==> src/rtl/tpi_parallel_link.sv <==
// Drive-side byte handshake engine for a 6525 TPI port A / CA link.
// Host bytes go into an RX FIFO; drive bytes are presented and handshaken out.
module tpi_parallel_link #(
  parameter int DEPTH       = 4,
  parameter int TIMEOUT     = 255,
  parameter int SYNC_STAGES = 2
) (
  input  logic                     clock,
  input  logic                     reset,
  input  logic [7:0]               pa_in,
  output logic [7:0]               pa_out,
  output logic                     pa_oe,
  input  logic                     strobe_n,
  output logic                     ack_n,
  input  logic                     dir,
  output logic [7:0]               rx_data,
  output logic                     rx_valid,
  input  logic                     rx_ready,
  input  logic [7:0]               tx_data,
  input  logic                     tx_valid,
  output logic                     tx_ready,
  output logic [$clog2(DEPTH):0]   rx_count,
  output logic                     timeout_err,
  input  logic                     clear_err
);

  localparam int AW = $clog2(DEPTH);
  localparam int TB = $clog2(TIMEOUT + 1);
  localparam int TW = (TB > 8) ? TB : 8;

  localparam logic [TW-1:0] TMO_LAST = TW'(TIMEOUT - 1);
  localparam logic [TW-1:0] TMO_ONE  = TW'(1);
  localparam logic [AW:0]   FULL_CNT = (AW + 1)'(DEPTH);
  localparam logic [AW:0]   CNT_ONE  = (AW + 1)'(1);
  localparam logic [AW-1:0] PTR_ONE  = AW'(1);

  typedef enum logic [2:0] {
    IDLE,
    RX_FULL,
    RX_ACK,
    TX_SETUP,
    TX_WAIT_LO,
    TX_WAIT_HI
  } state_t;

  state_t state_q, state_d;

  logic [SYNC_STAGES-1:0] strb_sync_q;
  logic [7:0]             pa_sync_q [SYNC_STAGES];
  logic                   strb_hist_q;
  logic                   strb_s;
  logic [7:0]             pa_s;
  logic                   fall;
  logic                   rise;

  logic [7:0]    mem_q [DEPTH];
  logic [AW-1:0] wp_q;
  logic [AW-1:0] rp_q;
  logic [AW:0]   cnt_q;
  logic          full;
  logic          push;
  logic          pop;

  logic          ack_q, ack_d;
  logic          oe_q, oe_d;
  logic [7:0]    out_q, out_d;
  logic          txr_q, txr_d;
  logic          err_q, err_d;
  logic [TW-1:0] tmo_q, tmo_d;
  logic          tmo_hit;
  logic          tmo_fire;
  logic          counting;

  assign strb_s = strb_sync_q[SYNC_STAGES-1];
  assign pa_s   = pa_sync_q[SYNC_STAGES-1];
  assign fall   = ~strb_s & strb_hist_q;
  assign rise   = strb_s & ~strb_hist_q;

  assign full     = (cnt_q == FULL_CNT);
  assign rx_valid = (cnt_q != '0);
  assign pop      = rx_valid & rx_ready;
  assign rx_data  = mem_q[rp_q];
  assign rx_count = cnt_q;

  assign pa_out      = out_q;
  assign pa_oe       = oe_q;
  assign ack_n       = ack_q;
  assign tx_ready    = txr_q;
  assign timeout_err = err_q;

  assign tmo_hit  = (tmo_q == TMO_LAST);
  assign counting = (state_q == RX_ACK) ||
                    (state_q == TX_WAIT_LO) ||
                    (state_q == TX_WAIT_HI);

  // Strobe and data share the same synchronizer depth so they stay aligned.
  always_ff @(posedge clock or posedge reset) begin
    if (reset) begin
      strb_sync_q <= '1;
      strb_hist_q <= 1'b1;
      for (int i = 0; i < SYNC_STAGES; i++) begin
        pa_sync_q[i] <= '0;
      end
    end else begin
      strb_sync_q <= {strb_sync_q[SYNC_STAGES-2:0], strobe_n};
      strb_hist_q <= strb_s;
      pa_sync_q[0] <= pa_in;
      for (int i = 1; i < SYNC_STAGES; i++) begin
        pa_sync_q[i] <= pa_sync_q[i-1];
      end
    end
  end

  // RX FIFO storage, pointers and occupancy.
  always_ff @(posedge clock or posedge reset) begin
    if (reset) begin
      wp_q  <= '0;
      rp_q  <= '0;
      cnt_q <= '0;
      for (int i = 0; i < DEPTH; i++) begin
        mem_q[i] <= '0;
      end
    end else begin
      if (push) begin
        mem_q[wp_q] <= pa_s;
        wp_q        <= wp_q + PTR_ONE;
      end
      if (pop) begin
        rp_q <= rp_q + PTR_ONE;
      end
      unique case ({push, pop})
        2'b10:   cnt_q <= cnt_q + CNT_ONE;
        2'b01:   cnt_q <= cnt_q - CNT_ONE;
        default: cnt_q <= cnt_q;
      endcase
    end
  end

  // Handshake state and registered port outputs.
  always_ff @(posedge clock or posedge reset) begin
    if (reset) begin
      state_q <= IDLE;
      ack_q   <= 1'b1;
      oe_q    <= 1'b0;
      out_q   <= '0;
      txr_q   <= 1'b0;
      err_q   <= 1'b0;
      tmo_q   <= '0;
    end else begin
      state_q <= state_d;
      ack_q   <= ack_d;
      oe_q    <= oe_d;
      out_q   <= out_d;
      txr_q   <= txr_d;
      err_q   <= err_d;
      tmo_q   <= tmo_d;
    end
  end

  // Next-state logic for the handshake FSM and its watchdog.
  always_comb begin
    state_d  = state_q;
    ack_d    = ack_q;
    oe_d     = oe_q;
    out_d    = out_q;
    txr_d    = 1'b0;
    push     = 1'b0;
    tmo_fire = 1'b0;

    unique case (state_q)
      IDLE: begin
        if (!dir) begin
          if (fall) begin
            if (!full) begin
              push    = 1'b1;
              ack_d   = 1'b0;
              state_d = RX_ACK;
            end else begin
              state_d = RX_FULL;
            end
          end
        end else if (tx_valid) begin
          out_d   = tx_data;
          oe_d    = 1'b1;
          txr_d   = 1'b1;
          state_d = TX_SETUP;
        end
      end
      RX_FULL: begin
        if (!full || pop) begin
          push    = 1'b1;
          ack_d   = 1'b0;
          state_d = RX_ACK;
        end
      end
      RX_ACK: begin
        if (rise) begin
          ack_d   = 1'b1;
          state_d = IDLE;
        end else if (tmo_hit) begin
          tmo_fire = 1'b1;
        end
      end
      TX_SETUP: begin
        ack_d   = 1'b0;
        state_d = TX_WAIT_LO;
      end
      TX_WAIT_LO: begin
        if (fall) begin
          state_d = TX_WAIT_HI;
        end else if (tmo_hit) begin
          tmo_fire = 1'b1;
        end
      end
      TX_WAIT_HI: begin
        if (rise) begin
          ack_d   = 1'b1;
          oe_d    = 1'b0;
          state_d = IDLE;
        end else if (tmo_hit) begin
          tmo_fire = 1'b1;
        end
      end
      default: begin
        state_d = IDLE;
      end
    endcase

    if (tmo_fire) begin
      ack_d   = 1'b1;
      oe_d    = 1'b0;
      state_d = IDLE;
    end

    if (clear_err) begin
      err_d = 1'b0;
    end else begin
      err_d = err_q | tmo_fire;
    end

    if (state_d != state_q) begin
      tmo_d = '0;
    end else if (counting) begin
      tmo_d = tmo_q + TMO_ONE;
    end else begin
      tmo_d = tmo_q;
    end
  end

endmodule
==> config.mk <==
export PLATFORM = sky130hd
export DESIGN_NAME = tpi_parallel_link
export DESIGN_NICKNAME = d
export VERILOG_FILES = /design/src/rtl/tpi_parallel_link.sv
export SDC_FILE = /design/constraint.sdc
export NUM_CORES = 1
export LEC_CHECK = 0
export BUFFER_PORTS_ARGS = -buffer_cell sky130_fd_sc_hd__buf_2
export CORE_ASPECT_RATIO = 1.75
export CORE_UTILIZATION = 30
export CTS_CLUSTER_SIZE = 40
export DETAILED_ROUTE_END_ITERATION = 7
export GPL_ROUTABILITY_DRIVEN = 0
export GPL_TIMING_DRIVEN = 0
export PLACE_DENSITY_LB_ADDON = 0.08
export SYNTH_ARGS = -nofsm -noshare
export SYNTH_HDL_FRONTEND = slang
export SYNTH_SLANG_ARGS = --single-unit
==> constraint.sdc <==
create_clock -name clock -period 2.3 [get_ports clock]
set_clock_uncertainty 0.05 [all_clocks]
set_input_delay 0.23 -clock clock [delete_from_list [all_inputs] [get_ports clock]]
set_output_delay 0.23 -clock clock [all_outputs]
set_load 0.02 [all_outputs]
==> impl_metrics.env, run 1 <==
export IMPL_type_of_the_setup_path_with_the_least_slack="reg -> reg"
export IMPL_wire_length_of_the_first_global_routing_pass_um=12200
export IMPL_finalWorstSetupSlack_ns=-0.0433
export IMPL_path_common_cell="sky130_fd_sc_hd__xor2_1"
export IMPL_floorplan_rows=52
export IMPL_final_seq_area_um2=2040
export IMPL_via_count=2218
export IMPL_vdd_drop_max_mv=0.488
export IMPL_final_min_period_over_clock_period_pct=102
export IMPL_grt_setup_unrepaired="yes"
export IMPL_synthesized_netlist_cell_count=253
export IMPL_antenna_violating_nets_post_route=0
export IMPL_finalNetCount=364
export IMPL_num_io_pins=47
export IMPL_worstPathArrival_ns=2.54
export IMPL_netlist_top_cell_by_area="sky130_fd_sc_hd__dfrtp_1"
export IMPL_violations="design-rule violations, negative setup slack"
export IMPL_r2r_worst_path_cells=9
export IMPL_area_of_the_mapped_netlist_um2=3560
export IMPL_first_global_vias=2379
export IMPL_post_synth_main_area_contributors="sky130_fd_sc_hd__dfrtp_1 54%, sky130_fd_sc_hd__mux2_2 13%, sky130_fd_sc_hd__mux4_2 5.1%"
export IMPL_multi_input_area_um2=1560
export IMPL_timing_final_crit_period_ns=2.34
export IMPL_worst_path_max_fanout=4
export IMPL_post_route_cells_drive_above_1_share_pct=49.7
export IMPL_hold_start="tx_data[4]"
export IMPL_ys_async_sr_fraction_pct=100
export IMPL_critPathMaxStageDelay_ns=0.53
export IMPL_clock_sink_count=81
export IMPL_synth_ff_type="sky130_fd_sc_hd__dfrtp_1"
export IMPL_route_detailed_wl_per_inst_um=15.5
export IMPL_total_nets_after_synthesis=284
export IMPL_grt_antenna_before_repair=0
export IMPL_launching_point_of_the_worst_reg2reg_path="rx_count[0]$_DFFE_PP0P_"
export IMPL_cp_cell_sequence="or4b_4 > a32o_2 > inv_4 > ha_4 > inv_2 > fa_2 > xor2_1 > nor2_1 > xor2_1"
export IMPL_antennaDiodeCount=0
export IMPL_drt_first_iter_violations=56
export IMPL_numCtsBuffers=9
export IMPL_synth_commonest_cells="77 x sky130_fd_sc_hd__dfrtp_1, 40 x sky130_fd_sc_hd__mux2_2, 18 x sky130_fd_sc_hd__nor2_1"
export IMPL_hold_class="in -> reg"
export IMPL_final_area_um2=4660
export IMPL_yosys_area_top_type_share_pct=54.1
export IMPL_clk_latency_ns=0.33
export IMPL_cp_start_kind="flip-flop"
export IMPL_cp_endpoint="rx_count[2]$_DFFE_PP0P_"
export IMPL_grt_remaining_overflow=0
export IMPL_report_final_hold_viol_count=0
export IMPL_synth_enable_flop_cells=0
export IMPL_rr_endpoint="rx_count[2]$_DFFE_PP0P_"
export IMPL_post_synthesis_sequential_element_count=81
export IMPL_powerDensity_nw_per_um2=1390
export IMPL_most_numerous_cell_in_the_yosys_netlist="sky130_fd_sc_hd__dfrtp_1"
export IMPL_max_slew_worst_pin_slew_ns=0.701
export IMPL_clockRootBuffer="sky130_fd_sc_hd__clkbuf_16"
export IMPL_finalSetupTns_ns=-0.164
export IMPL_synth_seq_area_share_pct=57.0
export IMPL_detail_route_first_pass_iterations=8
export IMPL_ys_warnings_count=0
export IMPL_ctsLongestPathBuffers=2
export IMPL_detailed_place_hpwl_um=4960
export IMPL_timing_hold_ws_ns=0.0840
export IMPL_netlist_cell_type_count=50
export IMPL_die_area_um2=12300
export IMPL_syn_mean_instance_area_um2=14.1
export IMPL_track_usage_pct=12.9
export IMPL_placedInstanceArea_um2=4020
export IMPL_area_delta_synth_final_pct=30.8
export IMPL_placement_io_buffers=46
export IMPL_fmax_ghz=0.427
export IMPL_grt_max_degree=42
export IMPL_cp_data_required_time_ns=2.50
export IMPL_h_tree_depth=3
export IMPL_r2r_setup_slack_ns=-0.04
export IMPL_cp_end_kind="flip-flop"
export IMPL_critical_path_slowest_cell="sky130_fd_sc_hd__or4b_4"
export IMPL_cp_startpoint="rx_count[0]$_DFFE_PP0P_"
export IMPL_die_w_um=84.4
export IMPL_finalWirelength_um=7350
export IMPL_result_of_the_run="finished with violations"
export IMPL_timing_slew_headroom_pct=53.2
export IMPL_setup_violations_final=9
export IMPL_via_to_cell_ratio=4.69
export IMPL_cts_tree="built"
export IMPL_worst_setup_hold_path_clk_slew_ns=0.06
export IMPL_drv_slew=0
export IMPL_fillerInstances=1134
export IMPL_coreArea_um2=11600
export IMPL_drc_errors=4
export IMPL_floorplan_initialDensity_pct=30.8
export IMPL_cap_violations=0
export IMPL_leakage_power_total_uw=0.00206
export IMPL_floorplan_die_height_um=146
flip-flops by register name, indices dropped and copies added, names as in the netlist, 2 cells and up:
register and flops:
mem_q 32, pa_out 8, pa_s 8, pa_sync_q 8
tmo_q 8, rx_count 3, state_q 3, rp_q 2
strb_sync_q 2, wp_q 2
worst min-delay path by stage:
stage / to / slack, ns / depth (start not counted)
2_1_floorplan: strb_sync_q[0]$_DFF_PP1_ / 0.18 / 0
3_3_place_gp: pa_s[0]$_DFF_PP0_ / 0.28 / 0
3_5_place_dp: pa_s[1]$_DFF_PP0_ / 0.11 / 2
4_1_cts: pa_out[4]$_DFFE_PP0P_ / 0.07 / 2
5_1_grt: pa_out[4]$_DFFE_PP0P_ / 0.07 / 2
6_report: pa_out[4]$_DFFE_PP0P_ / 0.08 / 2
per-stage QoR:
step | setup slack (ns) | power (uW) | cells | utilization (%)
after CTS | -0.214 | 6530 | 471 | 39.9
after global placement | -0.278 | 4600 | 434 | 34.3
after detailed placement | -0.283 | 4640 | 436 | 34.7
final | -0.0433 | 6460 | 473 | 40.2
after global routing | -0.144 | 6850 | 473 | 40.2
after floorplan | -0.179 | 3990 | 253 | -
logic make-up (layout without fill, tap and decap cells):
| kind of cell | count (synthesis) | after routing | synth area share [%] |
|---|---|---|---|
| AO/OA/AOI/OAI | 20 | 20 | 5.48 |
| XOR/XNOR | 13 | 13 | 3.20 |
| adder cells (fa/ha/maj) | 9 | 9 | 3.30 |
| buffers and inverters | 17 | 102 | 1.97 |
| flip-flops | 81 | 81 | 57.0 |
| multiplexers | 49 | 49 | 18.0 |
| AND/OR/NAND/NOR | 64 | 64 | 11.1 |
cell usage in the layout (no fill, tap or decap), types with 3 or more instances in the layout:
master,n
sky130_fd_sc_hd__nand2_1,6
sky130_fd_sc_hd__nor2_1,13
sky130_fd_sc_hd__mux2_2,40
sky130_fd_sc_hd__nor2_2,6
sky130_fd_sc_hd__buf_12,3
sky130_fd_sc_hd__dfstp_2,4
sky130_fd_sc_hd__buf_2,46
sky130_fd_sc_hd__mux4_2,8
sky130_fd_sc_hd__a21oi_1,7
sky130_fd_sc_hd__xnor2_1,8
sky130_fd_sc_hd__clkbuf_16,9
sky130_fd_sc_hd__inv_1,7
sky130_fd_sc_hd__dlygate4sd3_1,11
sky130_fd_sc_hd__buf_4,13
sky130_fd_sc_hd__nand3_1,3
sky130_fd_sc_hd__and3_1,3
sky130_fd_sc_hd__dfrtp_1,73
sky130_fd_sc_hd__ha_1,6
sky130_fd_sc_hd__dfrtp_2,4
sky130_fd_sc_hd__nand2b_1,4
sky130_fd_sc_hd__xor2_1,5
power breakdown:
| group | switching (uW) | internal (uW) | total (uW) |
|---|---|---|---|
| Combinational | 1300 | 1310 | 2610 |
| Sequential | 326 | 1930 | 2260 |
| Clock | 577 | 1020 | 1600 |
| Total | 2200 | 4250 | 6460 |
critical path: cells and delay by family, from the launching register on:
| family | cells | cell delay (ns) |
|---|---|---|
| flops | 1 | 0.42 |
| buf+inv | 2 | 0.09 |
| compound gates | 1 | 0.27 |
| simple gates | 2 | 0.67 |
| xor+xnor | 2 | 0.30 |
| fa+ha+maj | 2 | 0.45 |
layer usage:
layer / part of all wire (%) / vias to the layer above / GRT usage (%)
li1: - / 1048 / -
met1: 40 / 1135 / 13.9
met2: 57 / 27 / 24.3
met5: 0 / - / 0
met3: 2.1 / 8 / 2.49
met4: 1.8 / 0 / 5.42
area by class of cell:
type,count,area share (%)
inverter,10,0.940
buffer,5,0.618
clock inverter,5,1.85
tap,135,3.63
clock buffer,11,5.42
sequential,81,43.7
multi-input combinational,155,33.5
timing repair buffer,71,10.4
what timing repair did:
item,in CTS,in global routing
hold buffers,11,0
hold endpoints to repair,14,0
resized for setup,19,12
endpoints found under the setup margin,42,34
pin swaps,10,8
buffers inserted,9,5
Note: power is estimated with default switching activity, not from simulation.
==> run 2: changes to the inputs <==
Settings changed: CORE_UTILIZATION 30 to 51.
==> run 2 against run 1 <==
  * The flow finishes with violations (negative setup slack)
  * Critical path depth did not move
  * Largest cell class unchanged
  * Die area down 41%
  * Worst setup slack improved by 0.0014 ns
  * Largest power group unchanged
  * Critical endpoint unchanged
  * Sequential cell count unchanged
  * Sequential share of layout area rose by 1.6 points
  * Sequential power is essentially flat
  * Non-clock buffer count shrank 1
  * Register-to-register slack hardly changed
==> impl_metrics.env, run 2 (synthesis gave the netlist of run 1 again) <==
export IMPL_worst_setup_hold_path_clk_slew_ns=0.05
export IMPL_fmax_ghz=0.427
export IMPL_finalWorstSetupSlack_ns=-0.0419
export IMPL_hold_class="in -> reg"
export IMPL_report_final_hold_viol_count=0
export IMPL_grt_remaining_overflow=0
export IMPL_clock_sink_count=81
export IMPL_antenna_violating_nets_post_route=0
export IMPL_track_usage_pct=20.9
export IMPL_r2r_worst_path_cells=9
export IMPL_regMostFlops="mem_q"
export IMPL_grt_max_degree=30
export IMPL_finalSetupTns_ns=-0.0419
export IMPL_die_area_um2=7340
export IMPL_globalRoute_busiestLayer="met2"
export IMPL_finalNetCount=363
export IMPL_type_of_the_setup_path_with_the_least_slack="reg -> reg"
export IMPL_cp_start_kind="flip-flop"
export IMPL_via_to_cell_ratio=5.35
export IMPL_coreArea_um2=6810
export IMPL_floorplan_initialDensity_pct=52.4
export IMPL_drt_first_iter_violations=145
export IMPL_floorplan_rows=40
export IMPL_numCtsBuffers=9
export IMPL_first_global_vias=2400
export IMPL_grt_met1_usage_pct=22.2
export IMPL_worst_path_max_fanout=3
export IMPL_max_slew_worst_pin_slew_ns=0.659
export IMPL_die_w_um=65.2
export IMPL_result_of_the_run="finished with violations"
export IMPL_clk_latency_ns=0.33
export IMPL_detail_route_first_pass_iterations=4
export IMPL_cap_violations=0
export IMPL_cp_data_required_time_ns=2.50
export IMPL_violations="negative setup slack"
export IMPL_area_delta_synth_final_pct=26.0
export IMPL_setup_violations_final=1
export IMPL_placement_io_buffers=46
export IMPL_cts_tree="built"
export IMPL_num_io_pins=47
export IMPL_floorplan_die_height_um=113
export IMPL_largest_register_ff_count=32
export IMPL_clockRootBuffer="sky130_fd_sc_hd__clkbuf_16"
export IMPL_drc_errors=0
export IMPL_grtUsageMet3_pct=4.17
export IMPL_antennaDiodeCount=0
export IMPL_met2_usage_pct=37.3
export IMPL_route_detailed_wl_per_inst_um=16.4
export IMPL_worstPathArrival_ns=2.54
export IMPL_cp_end_kind="flip-flop"
export IMPL_final_min_period_over_clock_period_pct=102
export IMPL_grt_setup_unrepaired="yes"
export IMPL_powerDensity_nw_per_um2=1360
export IMPL_grt_antenna_before_repair=0
export IMPL_design_power_total_uw=6100
export IMPL_post_route_cells_drive_above_1_share_pct=46.7
export IMPL_leakage_power_total_uw=0.00200
export IMPL_drv_slew=0
export IMPL_timing_final_crit_period_ns=2.34
export IMPL_finalWirelength_um=6900
export IMPL_wire_length_of_the_first_global_routing_pass_um=11300
export IMPL_most_common_library_cell_in_the_layout_ignoring_fill_and_taps="sky130_fd_sc_hd__dfrtp_1"
export IMPL_timing_slew_headroom_pct=56.1
export IMPL_via_count=2248
export IMPL_most_frequent_cells_in_the_layout="74 x sky130_fd_sc_hd__dfrtp_1, 47 x sky130_fd_sc_hd__buf_2, 40 x sky130_fd_sc_hd__mux2_2, 18 x sky130_fd_sc_hd__nor2_1, 12 x sky130_fd_sc_hd__buf_4"
export IMPL_hold_path_cell_count=2
export IMPL_vdd_drop_max_mv=0.567
export IMPL_detailed_place_hpwl_um=4850
export IMPL_ctsLongestPathBuffers=2
export IMPL_h_tree_depth=3
==> run 2: per-stage QoR <==
stage | cell area (um2) | setup WS (ns) | std cells | util (%) | hold slack [ns]
after floorplan | 3580 | -0.179 | 253 | - | 0.184
after global placement | 3910 | -0.224 | 383 | 57.5 | 0.282
after detailed placement | 3950 | -0.235 | 385 | 58.1 | 0.287
after CTS | 4450 | -0.109 | 420 | 65.3 | 0.0688
after global routing | 4490 | -0.117 | 420 | 66.0 | 0.0730
final | 4490 | -0.0419 | 420 | 66.0 | 0.0780
==> run 2: what timing repair did <==
action | 4_1_cts | 5_1_grt
setup endpoints to repair | 20 | 22
buffers inserted | 10 | 1
gates resized for setup | 10 | 11
hold buffers | 11 | 0
pin swaps | 6 | 7
hold endpoints to repair | 38 | 0
==> run 2: final cells by class <==
type	instances	area, um2
buffer	5	25.0
clock buffer	12	236
clock inverter	3	42.5
fill	533	2320
inverter	10	43.8
multi-input combinational	155	1540
sequential	81	2040
tap	84	105
timing repair buffer	70	463
==> run 2: final timing paths <==
| path | start | end | slack [ns] |
|---|---|---|---|
| max | rx_count[0]$_DFFE_PP0P_ | rx_count[2]$_DFFE_PP0P_ | -0.04 |
| min | tx_data[1] | pa_out[1]$_DFFE_PP0P_ | 0.08 |
| max reg2reg | rx_count[0]$_DFFE_PP0P_ | rx_count[2]$_DFFE_PP0P_ | -0.04 |
| min reg2reg | pa_sync_q[15]$_DFF_PP0_ | pa_s[7]$_DFF_PP0_ | 0.30 |
| max in group asynchronous | reset | rx_count[0]$_DFFE_PP0P_ | 0.97 |
| min in group asynchronous | reset | pa_sync_q[8]$_DFF_PP0_ | 0.48 |
==> run 2: critical path, cell delays in order, from the launching register on <==
cell	delay (ns)
sky130_fd_sc_hd__dfrtp_2	0.41
sky130_fd_sc_hd__or4b_4	0.52
sky130_fd_sc_hd__a32o_2	0.27
sky130_fd_sc_hd__inv_4	0.07
sky130_fd_sc_hd__ha_4	0.13
sky130_fd_sc_hd__inv_2	0.04
sky130_fd_sc_hd__fa_2	0.37
sky130_fd_sc_hd__xor2_1	0.14
sky130_fd_sc_hd__nor2_1	0.11
sky130_fd_sc_hd__xor2_1	0.15
==> run 2: where the power goes <==
group          leakage [uW]  total, uW  switching [uW]  internal, uW
combinational      0.000894       2480            1250          1230
sequential         0.000977       2270             337          1930
clock              0.000133       1350             515           833
==> run 2: per-layer routing <==
metal	vias up	share of wire [%]	wire length, um
met2	37	58	3990
li1	1048	-	-
met1	1145	37	2530
met3	18	2.5	171
met5	-	0	0
met4	0	3.0	210
==> run 3: changes to the inputs <==
Settings changed: CORE_ASPECT_RATIO 1.75 to not set.
==> run 3 against run 2 <==
  * The flow finishes with violations (negative hold slack, negative setup slack)
  * Total power shrank 6.8%
  * Routed wire length shrank 8.4%
  * Via count shrank 2.0%
  * Critical path type unchanged
  * Critical endpoint unchanged
  * Largest cell class unchanged
==> impl_metrics.env, run 3 (synthesis gave the netlist of run 1 again) <==
export IMPL_launching_point_of_the_worst_reg2reg_path="rx_count[0]$_DFFE_PP0P_"
export IMPL_ctsLongestPathBuffers=2
export IMPL_grt_max_degree=43
export IMPL_worstPathArrival_ns=2.55
export IMPL_most_frequent_cells_in_the_layout="73 x sky130_fd_sc_hd__dfrtp_1, 47 x sky130_fd_sc_hd__buf_2, 40 x sky130_fd_sc_hd__mux2_2, 18 x sky130_fd_sc_hd__nor2_1"
export IMPL_result_of_the_run="finished with violations"
export IMPL_design_power_total_uw=5680
export IMPL_cp_start_kind="flip-flop"
export IMPL_most_common_library_cell_in_the_layout_ignoring_fill_and_taps="sky130_fd_sc_hd__dfrtp_1"
export IMPL_clock_sink_count=81
export IMPL_grt_remaining_overflow=0
export IMPL_post_route_cells_drive_above_1_share_pct=47.7
export IMPL_drt_first_iter_violations=53
export IMPL_hold_class="in -> async"
export IMPL_r2r_setup_slack_ns=-0.03
export IMPL_finalSetupTns_ns=-0.0268
export IMPL_placement_io_buffers=46
export IMPL_grt_antenna_before_repair=0
export IMPL_finalWorstSetupSlack_ns=-0.0268
export IMPL_area_delta_synth_final_pct=22.2
export IMPL_vdd_drop_max_mv=0.674
export IMPL_max_slew_worst_pin_slew_ns=0.880
export IMPL_clk_latency_ns=0.35
export IMPL_finalWirelength_um=6320
export IMPL_timing_final_crit_period_ns=2.33
export IMPL_first_global_vias=2252
export IMPL_die_w_um=85.6
export IMPL_setup_violations_final=1
export IMPL_antenna_violating_nets_post_route=0
export IMPL_fin_util_pct=64.5
export IMPL_grtUsageMet3_pct=5.68
export IMPL_floorplan_initialDensity_pct=52.7
export IMPL_coreArea_um2=6760
export IMPL_track_usage_pct=19.1
export IMPL_fmax_ghz=0.430
export IMPL_leakage_power_total_uw=0.00193
export IMPL_detail_route_first_pass_iterations=4
export IMPL_grt_met1_usage_pct=26.0
export IMPL_powerDensity_nw_per_um2=1300
export IMPL_worst_path_max_fanout=3
export IMPL_clockRootBuffer="sky130_fd_sc_hd__clkbuf_8"
export IMPL_cts_tree="built"
export IMPL_via_to_cell_ratio=5.34
export IMPL_floorplan_die_height_um=85.6
export IMPL_r2r_worst_path_cells=9
export IMPL_rr_endpoint="rx_count[2]$_DFFE_PP0P_"
export IMPL_h_tree_depth=3
export IMPL_worst_setup_hold_path_clk_slew_ns=0.09
export IMPL_cp_data_required_time_ns=2.52
export IMPL_violations="negative hold slack, negative setup slack"
export IMPL_via_count=2204
export IMPL_largest_register_ff_count=32
export IMPL_met2_usage_pct=29.5
export IMPL_antennaDiodeCount=0
export IMPL_detailed_place_hpwl_um=4070
export IMPL_drc_errors=0
export IMPL_timing_hold_ws_ns=-0.00870
export IMPL_cp_endpoint="rx_count[2]$_DFFE_PP0P_"
export IMPL_final_min_period_over_clock_period_pct=101
export IMPL_cp_startpoint="rx_count[0]$_DFFE_PP0P_"
export IMPL_finalNetCount=359
export IMPL_num_io_pins=47
export IMPL_cp_end_kind="flip-flop"
export IMPL_route_detailed_wl_per_inst_um=15.3
export IMPL_final_area_um2=4360
export IMPL_globalRoute_busiestLayer="met2"
export IMPL_die_area_um2=7330
export IMPL_drv_slew=0
export IMPL_placedInstanceArea_um2=3930
export IMPL_floorplan_rows=30
export IMPL_numCtsBuffers=9
export IMPL_grt_setup_unrepaired="yes"
export IMPL_type_of_the_setup_path_with_the_least_slack="reg -> reg"
export IMPL_wire_length_of_the_first_global_routing_pass_um=10700
export IMPL_report_final_hold_viol_count=6
export IMPL_cap_violations=0
export IMPL_timing_slew_headroom_pct=41.2
export IMPL_fillerInstances=510
export IMPL_regMostFlops="mem_q"
-- run 3: metrics by stage --
step / std cells / hold WS (ns) / worst slack [ns]
floorplan: 253 / 0.184 / -0.179
global placement: 379 / 0.282 / -0.210
detailed placement: 380 / 0.286 / -0.238
CTS: 412 / 0.0125 / -0.142
global route: 413 / 0.0476 / -0.132
finish: 413 / -0.00870 / -0.0268
-- run 3: layout make-up --
type / count / area, um2 / share of cell area, %
plain buffers: 5 / 25.0 / 0.575
clock buffers: 10 / 138 / 3.16
clock inverters: 6 / 51.3 / 1.18
inverters: 10 / 43.8 / 1.01
multi-input cells: 155 / 1540 / 35.4
flip-flops and latches: 81 / 2040 / 46.8
well taps: 80 / 100 / 2.30
repair buffers: 66 / 418 / 9.59
-- run 3: per-layer routing --
| metal | up-vias | wire, um |
|---|---|---|
| li1 | 1045 | - |
| met1 | 1106 | 3100 |
| met2 | 48 | 2920 |
| met3 | 5 | 241 |
| met4 | 0 | 50 |
| met5 | - | 0 |
-- run 3: worst max-delay path, cell delays in order, from the launching register on --
cell and delay (ns):
sky130_fd_sc_hd__dfrtp_2 0.42, sky130_fd_sc_hd__or4b_4 0.52, sky130_fd_sc_hd__a32o_2 0.26, sky130_fd_sc_hd__inv_4 0.06, sky130_fd_sc_hd__ha_4 0.12, sky130_fd_sc_hd__inv_2 0.04, sky130_fd_sc_hd__fa_2 0.37, sky130_fd_sc_hd__xor2_1 0.14
sky130_fd_sc_hd__nor2_1 0.11, sky130_fd_sc_hd__xor2_1 0.15
-- run 3: timing repair --
item                                    in CTS  in global routing
buffers inserted                             7                  2
pin swaps                                    9                  7
gates resized for setup                     11                 12
hold endpoints to repair                    10                  0
endpoints found under the setup margin      25                 16
hold buffers                                10                  0
cloned                                       0                  0
-- run 3: how the worst min path moves through the flow --
stage / startpoint / end / slack, ns / cells past startpoint
floorplan: strobe_n / strb_sync_q[0]$_DFF_PP1_ / 0.18 / 0
global placement: pa_sync_q[8]$_DFF_PP0_ / pa_s[0]$_DFF_PP0_ / 0.28 / 0
detailed placement: pa_sync_q[8]$_DFF_PP0_ / pa_s[0]$_DFF_PP0_ / 0.29 / 0
CTS: reset / mem_q[18]$_DFFE_PP0P_ / 0.01 / 2
global route: tx_data[4] / pa_out[4]$_DFFE_PP0P_ / 0.05 / 2
finish: reset / mem_q[2]$_DFFE_PP0P_ / -0.009 / 2
-- run 3: power breakdown --
| part | leakage [uW] | switching, uW | internal (uW) |
|---|---|---|---|
| combinational | 0.000869 | 1230 | 1220 |
| sequential | 0.000976 | 329 | 1930 |
| clock | 0.0000870 | 549 | 434 |
| total | 0.00193 | 2100 | 3580 |
